==> config.mk <==
export PLATFORM = sky130hd
export DESIGN_NAME = fetch_sequencer_flat
export DESIGN_NICKNAME = d
export VERILOG_FILES = /design/src/rtl/fetch_sequencer_pkg.sv /design/src/rtl/fetch_sequencer_if.sv /design/src/rtl/fetch_sequencer_next_pc_sel.sv /design/src/rtl/fetch_sequencer.sv /design/src/flat_wrapper.sv
export SDC_FILE = /design/constraint.sdc
export NUM_CORES = 1
export LEC_CHECK = 0
export ABC_AREA = 1
export BUFFER_PORTS_ARGS = -buffer_cell sky130_fd_sc_hd__buf_2
export CAP_MARGIN = 40
export CORE_MARGIN = 2
export CORE_UTILIZATION = 56
export DETAILED_ROUTE_END_ITERATION = 10
export GPL_ROUTABILITY_DRIVEN = 0
export HOLD_SLACK_MARGIN = 0.05
export MAX_ROUTING_LAYER = met4
export PLACE_DENSITY_LB_ADDON = 0.2
export SLEW_MARGIN = 20
export SYNTH_ARGS = -nofsm -noshare
export SYNTH_HDL_FRONTEND = slang
export SYNTH_SLANG_ARGS = --single-unit
export TNS_END_PERCENT = 100
==> constraint.sdc <==
create_clock -name clk -period 3.9 [get_ports clk]
set_input_delay 0.195 -clock clk [delete_from_list [all_inputs] [get_ports clk]]
set_output_delay 0.195 -clock clk [all_outputs]
set_load 0.05 [all_outputs]
==> src/rtl/fetch_sequencer_pkg.sv <==
// Shared definitions for the fetch sequencer: instruction field layout,
// opcode/function encodings seen by the decoder, and the fetch FSM states.
package fetch_sequencer_pkg;

  localparam int INSTR_W = 16;

  // Opcode encodings (instr[15:12])
  localparam logic [3:0] OP_RTYPE = 4'd0;
  localparam logic [3:0] OP_J     = 4'd7;
  localparam logic [3:0] OP_JL    = 4'd8;
  localparam logic [3:0] OP_BEQ   = 4'd9;
  localparam logic [3:0] OP_BLT   = 4'd10;

  // R-type function encodings (instr[2:0])
  localparam logic [2:0] FN_JR   = 3'd4;
  localparam logic [2:0] FN_HALT = 3'd7;

  // Field positions inside the instruction word
  localparam int OPC_MSB  = 15;
  localparam int OPC_LSB  = 12;
  localparam int FN_MSB   = 2;
  localparam int FN_LSB   = 0;
  localparam int JT_MSB   = 11;
  localparam int JT_LSB   = 0;
  localparam int BOFF_MSB = 3;
  localparam int BOFF_LSB = 0;

  typedef enum logic [1:0] {
    FETCH  = 2'd0,
    WAIT   = 2'd1,
    HOLD   = 2'd2,
    HALTED = 2'd3
  } state_t;

endpackage

==> src/rtl/fetch_sequencer_if.sv <==
// Instruction-memory request/response bundle. The fetch sequencer is the
// master; the instruction memory is the slave.
interface fetch_sequencer_if #(
  parameter int PC_W = 16
) ();
  import fetch_sequencer_pkg::*;

  logic               imem_req;
  logic [PC_W-1:0]    imem_addr;
  logic               imem_valid;
  logic [INSTR_W-1:0] imem_rdata;

  modport master (
    output imem_req,
    output imem_addr,
    input  imem_valid,
    input  imem_rdata
  );

  modport slave (
    input  imem_req,
    input  imem_addr,
    output imem_valid,
    output imem_rdata
  );

endinterface

==> src/rtl/fetch_sequencer_next_pc_sel.sv <==
// Combinational next-PC selection: sequential increment, absolute jump within
// the current 4K page of pc+1, register-indirect jump, and short relative
// branch. All arithmetic wraps modulo 2^PC_W.
module next_pc_sel
  import fetch_sequencer_pkg::*;
#(
  parameter int PC_W = 16
) (
  input  logic [PC_W-1:0]   pc,
  input  logic [JT_MSB:0]   field,
  input  logic              jump,
  input  logic              jr,
  input  logic              branch,
  input  logic              blt,
  input  logic              halt,
  input  logic              alu_zero,
  input  logic              alu_neg,
  input  logic [PC_W-1:0]   rs_val,
  output logic [PC_W-1:0]   pc_plus1,
  output logic [PC_W-1:0]   next_pc
);

  // 4-bit two's-complement branch offset widened to the PC width
  function automatic logic signed [PC_W-1:0] sext_offset(
    input logic [BOFF_MSB:BOFF_LSB] off
  );
    return {{(PC_W - (BOFF_MSB - BOFF_LSB + 1)){off[BOFF_MSB]}}, off};
  endfunction

  logic signed [PC_W-1:0] br_offset;
  logic        [PC_W-1:0] br_target;
  logic        [PC_W-1:0] jump_target;
  logic                   take_branch;

  assign pc_plus1    = pc + PC_W'(1);
  assign br_offset   = sext_offset(field[BOFF_MSB:BOFF_LSB]);
  assign br_target   = pc_plus1 + $unsigned(br_offset);
  assign jump_target = {pc_plus1[PC_W-1:JT_MSB+1], field[JT_MSB:JT_LSB]};
  // blt selects the sign flag, beq the zero flag
  assign take_branch = branch & (blt ? alu_neg : alu_zero);

  // Priority mux: halt holds, jr beats plain jump, jump beats branch
  always_comb begin
    next_pc = pc_plus1;
    if (halt) begin
      next_pc = pc;
    end else if (jump && jr) begin
      next_pc = rs_val;
    end else if (jump) begin
      next_pc = jump_target;
    end else if (take_branch) begin
      next_pc = br_target;
    end
  end

endmodule

==> src/rtl/fetch_sequencer.sv <==
// Instruction fetch and PC sequencing. One instruction is in flight at a
// time: request, wait for the memory response, hold the instruction for
// decode/execute, then pick the next PC from the decoder's control outputs.
module fetch_sequencer
  import fetch_sequencer_pkg::*;
#(
  parameter int              PC_W     = 16,
  parameter logic [PC_W-1:0] RESET_PC = '0
) (
  input  logic               clk,
  input  logic               rst_n,
  fetch_sequencer_if.master  imem,
  output logic [INSTR_W-1:0] instr,
  output logic               instr_valid,
  output logic [PC_W-1:0]    pc,
  output logic [PC_W-1:0]    pc_plus1,
  input  logic               exec_done,
  input  logic               jump,
  input  logic               jr,
  input  logic               branch,
  input  logic               blt,
  input  logic               halt,
  input  logic               alu_zero,
  input  logic               alu_neg,
  input  logic [PC_W-1:0]    rs_val,
  output logic               halted
);

  state_t          state;
  logic            req;
  logic [PC_W-1:0] next_pc;

  next_pc_sel #(
    .PC_W (PC_W)
  ) u_next_pc_sel (
    .pc       (pc),
    .field    (instr[JT_MSB:0]),
    .jump     (jump),
    .jr       (jr),
    .branch   (branch),
    .blt      (blt),
    .halt     (halt),
    .alu_zero (alu_zero),
    .alu_neg  (alu_neg),
    .rs_val   (rs_val),
    .pc_plus1 (pc_plus1),
    .next_pc  (next_pc)
  );

  assign imem.imem_req  = req;
  assign imem.imem_addr = pc;

  // Fetch FSM with registered request, instruction latch and PC update.
  // Leaving HOLD raises req together with the FETCH state so the request
  // costs one cycle; only the first FETCH after reset spends an extra cycle
  // raising req, which also lets a stale pre-reset response drain unseen.
  always_ff @(posedge clk or negedge rst_n) begin
    if (!rst_n) begin
      state       <= FETCH;
      pc          <= RESET_PC;
      instr       <= '0;
      instr_valid <= 1'b0;
      req         <= 1'b0;
      halted      <= 1'b0;
    end else begin
      case (state)
        FETCH: begin
          if (req) begin
            req   <= 1'b0;
            state <= WAIT;
          end else begin
            req <= 1'b1;
          end
        end
        WAIT: begin
          if (imem.imem_valid) begin
            instr       <= imem.imem_rdata;
            instr_valid <= 1'b1;
            state       <= HOLD;
          end
        end
        HOLD: begin
          if (exec_done) begin
            instr_valid <= 1'b0;
            if (halt) begin
              halted <= 1'b1;
              state  <= HALTED;
            end else begin
              pc    <= next_pc;
              req   <= 1'b1;
              state <= FETCH;
            end
          end
        end
        HALTED: begin
          halted      <= 1'b1;
          req         <= 1'b0;
          instr_valid <= 1'b0;
        end
        default: begin
          req   <= 1'b0;
          state <= FETCH;
        end
      endcase
    end
  end

endmodule
==> src/flat_wrapper.sv <==
// flat-port wrapper written by rule: the top's interface ports become plain ports
module fetch_sequencer_flat import fetch_sequencer_pkg::*;
#(
  parameter int              PC_W     = 16,
  parameter logic [PC_W-1:0] RESET_PC = '0
)
  (clk, rst_n, instr, instr_valid, pc, pc_plus1, exec_done, jump, jr, branch, blt, halt, alu_zero, alu_neg, rs_val, halted, imem_imem_req, imem_imem_addr, imem_imem_valid, imem_imem_rdata);
  fetch_sequencer_if #(.PC_W(PC_W)) imem_i ();
  input  logic clk;
  input  logic rst_n;
  output logic [INSTR_W-1:0] instr;
  output logic instr_valid;
  output logic [PC_W-1:0] pc;
  output logic [PC_W-1:0] pc_plus1;
  input  logic exec_done;
  input  logic jump;
  input  logic jr;
  input  logic branch;
  input  logic blt;
  input  logic halt;
  input  logic alu_zero;
  input  logic alu_neg;
  input  logic [PC_W-1:0] rs_val;
  output logic halted;
  output wire logic [$bits(imem_i.imem_req)-1:0] imem_imem_req;
  output wire logic [$bits(imem_i.imem_addr)-1:0] imem_imem_addr;
  input wire logic [$bits(imem_i.imem_valid)-1:0] imem_imem_valid;
  input wire logic [$bits(imem_i.imem_rdata)-1:0] imem_imem_rdata;
  assign imem_imem_req = imem_i.imem_req;
  assign imem_imem_addr = imem_i.imem_addr;
  assign imem_i.imem_valid = imem_imem_valid;
  assign imem_i.imem_rdata = imem_imem_rdata;
  fetch_sequencer #(.PC_W(PC_W), .RESET_PC(RESET_PC)) u_core (.clk(clk), .rst_n(rst_n), .imem(imem_i), .instr(instr), .instr_valid(instr_valid), .pc(pc), .pc_plus1(pc_plus1), .exec_done(exec_done), .jump(jump), .jr(jr), .branch(branch), .blt(blt), .halt(halt), .alu_zero(alu_zero), .alu_neg(alu_neg), .rs_val(rs_val), .halted(halted));
endmodule
Yosys cells after proc, flatten, opt, wreduce, memory -nomap -nowiden --
Cells that the tools add are included. Widths: inputs -> output; s select.
Word-level totals: bits in registers 37, output and inout bits 67
Operators by class: $add $sub $neg 2, eq/ne operators 8, multiplexer cells 19, bitwise gates (word level) 2, reduce and logical (&&, ||, !) cells 12
Operator list (count):
- $mux 16 | 3
- $add 16x1->16 const B | 1
- $add 16x16->16 | 1
- $reduce_and 3->1 | 4
- $reduce_bool 3->1 | 3
- $mux 1 | 8
- $mux 2 | 4
- $ne 2x2->1 const B | 4
- $pmux 1 s3 | 2
- $pmux 2 s3 | 1
- $eq 2x2->1 const B | 2
- $reduce_and 4->1 | 1
- $eq 2x1->1 const B | 1
- $logic_not 2->1 | 1
- $ne 2x1->1 const B | 1
- $pmux 1 s2 | 1
- $reduce_and 2->1 | 1
- $reduce_bool 2->1 | 1
- $and 1x1->1 | 1
- $logic_and 1x1->1 | 1
- $not 1->1 | 1

Depth between registers and ports, before layout --
depth after elaboration 5, mapped depth 19, mapped depth without buffers 19

Hierarchy --
From an unflattened synthesis, not the netlist that was laid out.
Unflattened totals: cells, all modules 618, area, all modules 3811.2 µm²
By module, submodules not included:
- next_pc_sel | times used 1, cells each 403, area each 1991.9 µm², seq. area each 0.0 µm²
- fetch_sequencer | times used 1, cells each 215, area each 1819.2 µm², seq. area each 925.9 µm²

Least setup slack after synthesis --
Ideal clock, no wire load.
kind register -> register, start point reg u_core.pc[0], in the netlist u_core.imem.imem_addr[0], end point reg u_core.pc[13], in the netlist u_core.imem.imem_addr[13], setup time 0.119 ns, data arrival time 3.252 ns, data required time 3.781 ns, slack 0.529 ns, cell stages (with the launch flop) 16, buffers on the path 0, period minus slack after synthesis 3.371 ns, cell sequence dfrtp_1 ha_1 nand2_1 nor2_1 xor2_1 ha_1 nand2_1 nand2_1 a21oi_1 nand3_1 nand2_1 nand2_1 nand2_1 nand2_1 a21oi_1 nor2_1
Between the ends: word-level cells in the longest chain between the ends 5
Ends and longest elaborated chain:
- from (decl) | line fetch_sequencer.sv:15 | output logic [PC_W-1:0] pc,
- from (signal assigned) | line fetch_sequencer.sv:89 | pc <= next_pc;
- $add 16x1->16 | line fetch_sequencer_next_pc_sel.sv:35 | assign pc_plus1 = pc + PC_W'(1);
- via pc_plus1[8] | line flat_wrapper.sv:14 | output logic [PC_W-1:0] pc_plus1;
- $add 16x16->16 | line fetch_sequencer_next_pc_sel.sv:37 | assign br_target = pc_plus1 + $unsigned(br_offset);
- $mux 16 | line fetch_sequencer_next_pc_sel.sv:51 | end else if (take_branch) begin
- $mux 16 | line fetch_sequencer_next_pc_sel.sv:49 | end else if (jump) begin
- $mux 16 | line fetch_sequencer_next_pc_sel.sv:47 | end else if (jump && jr) begin
The timed path passes the listed nets, and every way through them passes these cells. A chain may end at the register's enable or synchronous reset.

Final worst setup path --
start point reg u_core.pc[0], in the netlist u_core.imem.imem_addr[0], end point reg u_core.pc[13], in the netlist u_core.imem.imem_addr[13]
Between the ends: word-level cells in the longest chain between the ends 5
Ends and longest elaborated chain (line):
- $add 16x1->16 * | fetch_sequencer_next_pc_sel.sv:35
- $add 16x16->16 | fetch_sequencer_next_pc_sel.sv:37
- $mux 16 | fetch_sequencer_next_pc_sel.sv:51
- $mux 16 * | fetch_sequencer_next_pc_sel.sv:49
- $mux 16 * | fetch_sequencer_next_pc_sel.sv:47
Mark *: on every way between the ends. The rest lies on a longest branch, timed or not.

==> summary.txt <==
Synth
  – Synth Area in Simple Gates: between 30% and 40%
  – Main area contributors after synthesis: dfrtp_1 (28%), nand2_1 (16%), ha_1 (9.8%)
  – Compound-cell area share of the yosys netlist: 10.1%
  – Synth top area share: roughly 28%
  – Largest family of logic cells by synthesized area: simple AND/OR/NAND/NOR gates
  – EDFF count, synth: 0
  – Yosys warns: 0
  – Adder and majority gate portion of the synthesized area: between 10% and 20%
  – Mapped Area: roughly 3300 µm²
  – Mean post-synth cell area: between 7 and 8 µm²
  – Main flop type after synthesis: dfrtp_1
  – Synthesized flop and latch total: 37
  – Post-synthesis cell type count: 40
  – Syn nets: ~540
  – Post-synthesis cell count: 472
  – Cell accounting for the most synthesized area: dfrtp_1
  – XOR/XNOR Fraction of Synth Area: 3.67%
  – Multiplexer share of the synthesized area: under 10%
  – Register area share after synthesis: approximately 28%
  – Fraction of registers with async set/reset: 100%

Critical path
  – Crit Path Class: register to register
  – Crit path required time: approximately 4000 ps
  – Crit. End Element: register
  – CP peak stage delay: around 480 ps
  – CP delay by family, top: simple AND/OR/NAND/NOR gates
  – CP max FO: 7
  – Worst-path cell chain: nand3_2 -> nor2_1 -> xor2_1 -> ha_1 -> nand2_1 -> inv_1 -> nand2_1 -> nand2_1 -> nand2_1 -> nand3_1 -> nand2_1 -> nand2_1 -> nand2_1 -> nand2_1 -> a21oi_1 -> nor2_1
  – WP buf/inv: 1
  – Slowest cell on the critical path: dfrtp_1
  – Number of cells on the critical path: 16
  – Crit path arrival time: between 2000 and 3000 ps
  – Startpoint Class: register
  – Crit-path most repeated cell: nand2_1
  – R2R depth: 16

Timing
  – Worst-margin pin slew: between 700 and 800 ps
  – Final period util: between 60% and 70%
  – Max Clock Skew: ~3.4 ps
  – Relative slew slack: between 50% and 60%
  – Crit path time final: about 2700 ps
  – Achievable Freq: ~0.37 GHz
  – Setup TNS: 0 ps
  – Final setup vio count: 0
  – RSZ-0062 raised after global routing: false
  – Final Hold Fails: 0
  – Pins Over Slew Limit: 0

Final layout
  – N_diodes: 0
  – Layout cells sized above 1: between 20% and 30%
  – Nets: around 640
  – Synthesis-to-finish area growth: 19.2%
  – Fillers: between 500 and 600

Place
  – Port Buffers: roughly 110
  – HPWL after DPL: a little over 7000 µm

Worst hold path
  – Worst Hold Depth: 2
  – Hold Path Class: primary input to register

Detailed routing
  – Post-route ant nets: 0
  – Via/cell ratio: around 5.2
  – Initial DRC count: between 100 and 150
  – Vias post-DR: 3,364
  – TritonRoute pass-1 iters: 4
  – Drt wl/cell: around 14 µm
  – Total wire length: 8970 µm
  – Drt drc: 0

Floorplanning
  – Num rows: 28
  – Die H: between 80 and 90 µm
  – Die Area: around 6500 µm²
  – Die X-Extent: between 80 and 90 µm
  – Core ar.: about 5800 µm²
  – Starting density of the core: between 50% and 60%
  – # IOs: 110

CTS
  – TritonCTS buffer count: 5
  – Htree depth: 2
  – Sink Count: 37
  – Max Root-Sink Buffers: 2
  – Clk slew on worst S/H paths: roughly 80 ps
  – Clock root cell: clkbuf_8
  – Setup Fix Bufs, Post-CTS: 0
  – Clk_lat worst skew: 300 ps
  – CTS tree: done
  – CTS resizes: 0

Outcome
  – Status: completed

Global routing
  – Vias in the first global route: between 3k and 4k
  – Initial antenna violation count: 0
  – GRT Overall Usage: about 30%
  – Largest net degree at the start of global routing: 28
  – Global route overflow: 0
  – Global-route wire length before repair: approximately 15,000 µm

Job
  – Count of maximum capacitance violations: 0
[worst register-to-register path: cells and delay by family, from the launching register on]
kind                       cells  cell delay (ps)
adders and majority gates      1              350
buffers and inverters          1               50
xor gates and xnor gates       1              390
and+or+nand+nor               12             1240
AOI/OAI and AO/OA              1              130
DFF                            1              480
[final timing paths]
path / start / endpoint / slack (ps)
min in group asynchronous: rst_n / u_core.instr[2] / 320
max reg2reg: u_core.imem.imem_addr[0] / u_core.imem.imem_addr[13] / 1170
max in group asynchronous: rst_n / u_core.imem.imem_addr[11] / 3160
min reg2reg: u_core.halted / u_core.halted / 490
min: imem_imem_rdata[7] / u_core.instr[7] / 130
max: u_core.imem.imem_addr[0] / u_core.imem.imem_addr[13] / 1170
[timing repair]
item                                    4_1_cts  5_1_grt
hold buffers                                  1        0
hold endpoints to repair                     10        0
endpoints found under the setup margin        0        0
[synthesized netlist by cell type (3+ instances only)]
| cell | n |
|---|---|
| nand2_1 | 144 |
| inv_1 | 60 |
| dfrtp_1 | 37 |
| nor2_1 | 37 |
| nand3_1 | 34 |
| ha_1 | 26 |
| a21oi_1 | 18 |
| o21ai_0 | 17 |
| buf_4 | 16 |
| mux2_2 | 15 |
| xor2_1 | 9 |
| buf_2 | 6 |
| nand3b_1 | 5 |
| or2_2 | 5 |
| a211oi_1 | 3 |
| and2_1 | 3 |
| nand2_2 | 3 |
| nand4_1 | 3 |
| o211ai_1 | 3 |
| xnor2_1 | 3 |
[area by class of cell]
cell class / instances / area (µm²) / area share (%)
inverters: 62 / 233 / 5.90
multi-input cells: 349 / 1990 / 50.6
repair buffers: 112 / 583 / 14.8
well taps: 75 / 93.8 / 2.38
clock buffers: 5 / 68.8 / 1.74
clock inverters: 3 / 46.3 / 1.17
flip-flops and latches: 37 / 926 / 23.5
[metal layers]
metal / vias up / global-route usage [%] / wire [µm]
li1: 1697 / - / -
met3: 12 / 3.89 / 466
met1: 1560 / 37.1 / 3910
met5: - / - / 0
met4: 0 / 8.47 / 159
met2: 95 / 49.9 / 4440
[state kept, by name, summed over array words and instances (netlist names)]
name	cells
u_core.halted	1
u_core.imem.imem_addr	16
u_core.imem.imem_req	1
u_core.instr	16
u_core.instr_valid	1
u_core.state	2
[logic make-up after synthesis]
logic type / Yosys count
xor gates and xnor gates: 13
AOI/OAI and AO/OA: 55
buffers and inverters: 86
and+or+nand+nor: 239
adders and majority gates: 27
DFF: 37
muxes: 15
[metrics by stage]
stage | hold slack [ps] | worst slack [ps] | util [%] | instances | cell area (µm²)
finish | 125 | 1170 | 67.8 | 643 | 3950
global route | 120 | 863 | 67.8 | 643 | 3950
CTS | 122 | 1210 | 67.8 | 643 | 3950
detailed placement | 90.4 | 1210 | 65.7 | 634 | 3820
global placement | 344 | 1240 | 65.3 | 633 | 3800
floorplan | -101 | 529 | - | 472 | 3310
[cells in the final DEF, fill, tap and decap left out, drive strengths merged, types with 2 or more instances in the layout]
cell / instances
nor3: 2
o21a: 2
o221a: 2
o211ai: 3
nand3: 35
nand3b: 5
nand4: 3
nand2: 147
nor2: 38
mux2: 15
and2: 3
a21oi: 18
buf: 111
ha: 26
dfrtp: 37
clkbuf: 5
inv: 62
o21ai: 19
xor2: 9
xnor2: 4
or2: 6
a211oi: 3
Power is left out: the tool's default activity adds up to more than one toggle a clock period on the data nets, which glitch-free logic cannot reach.
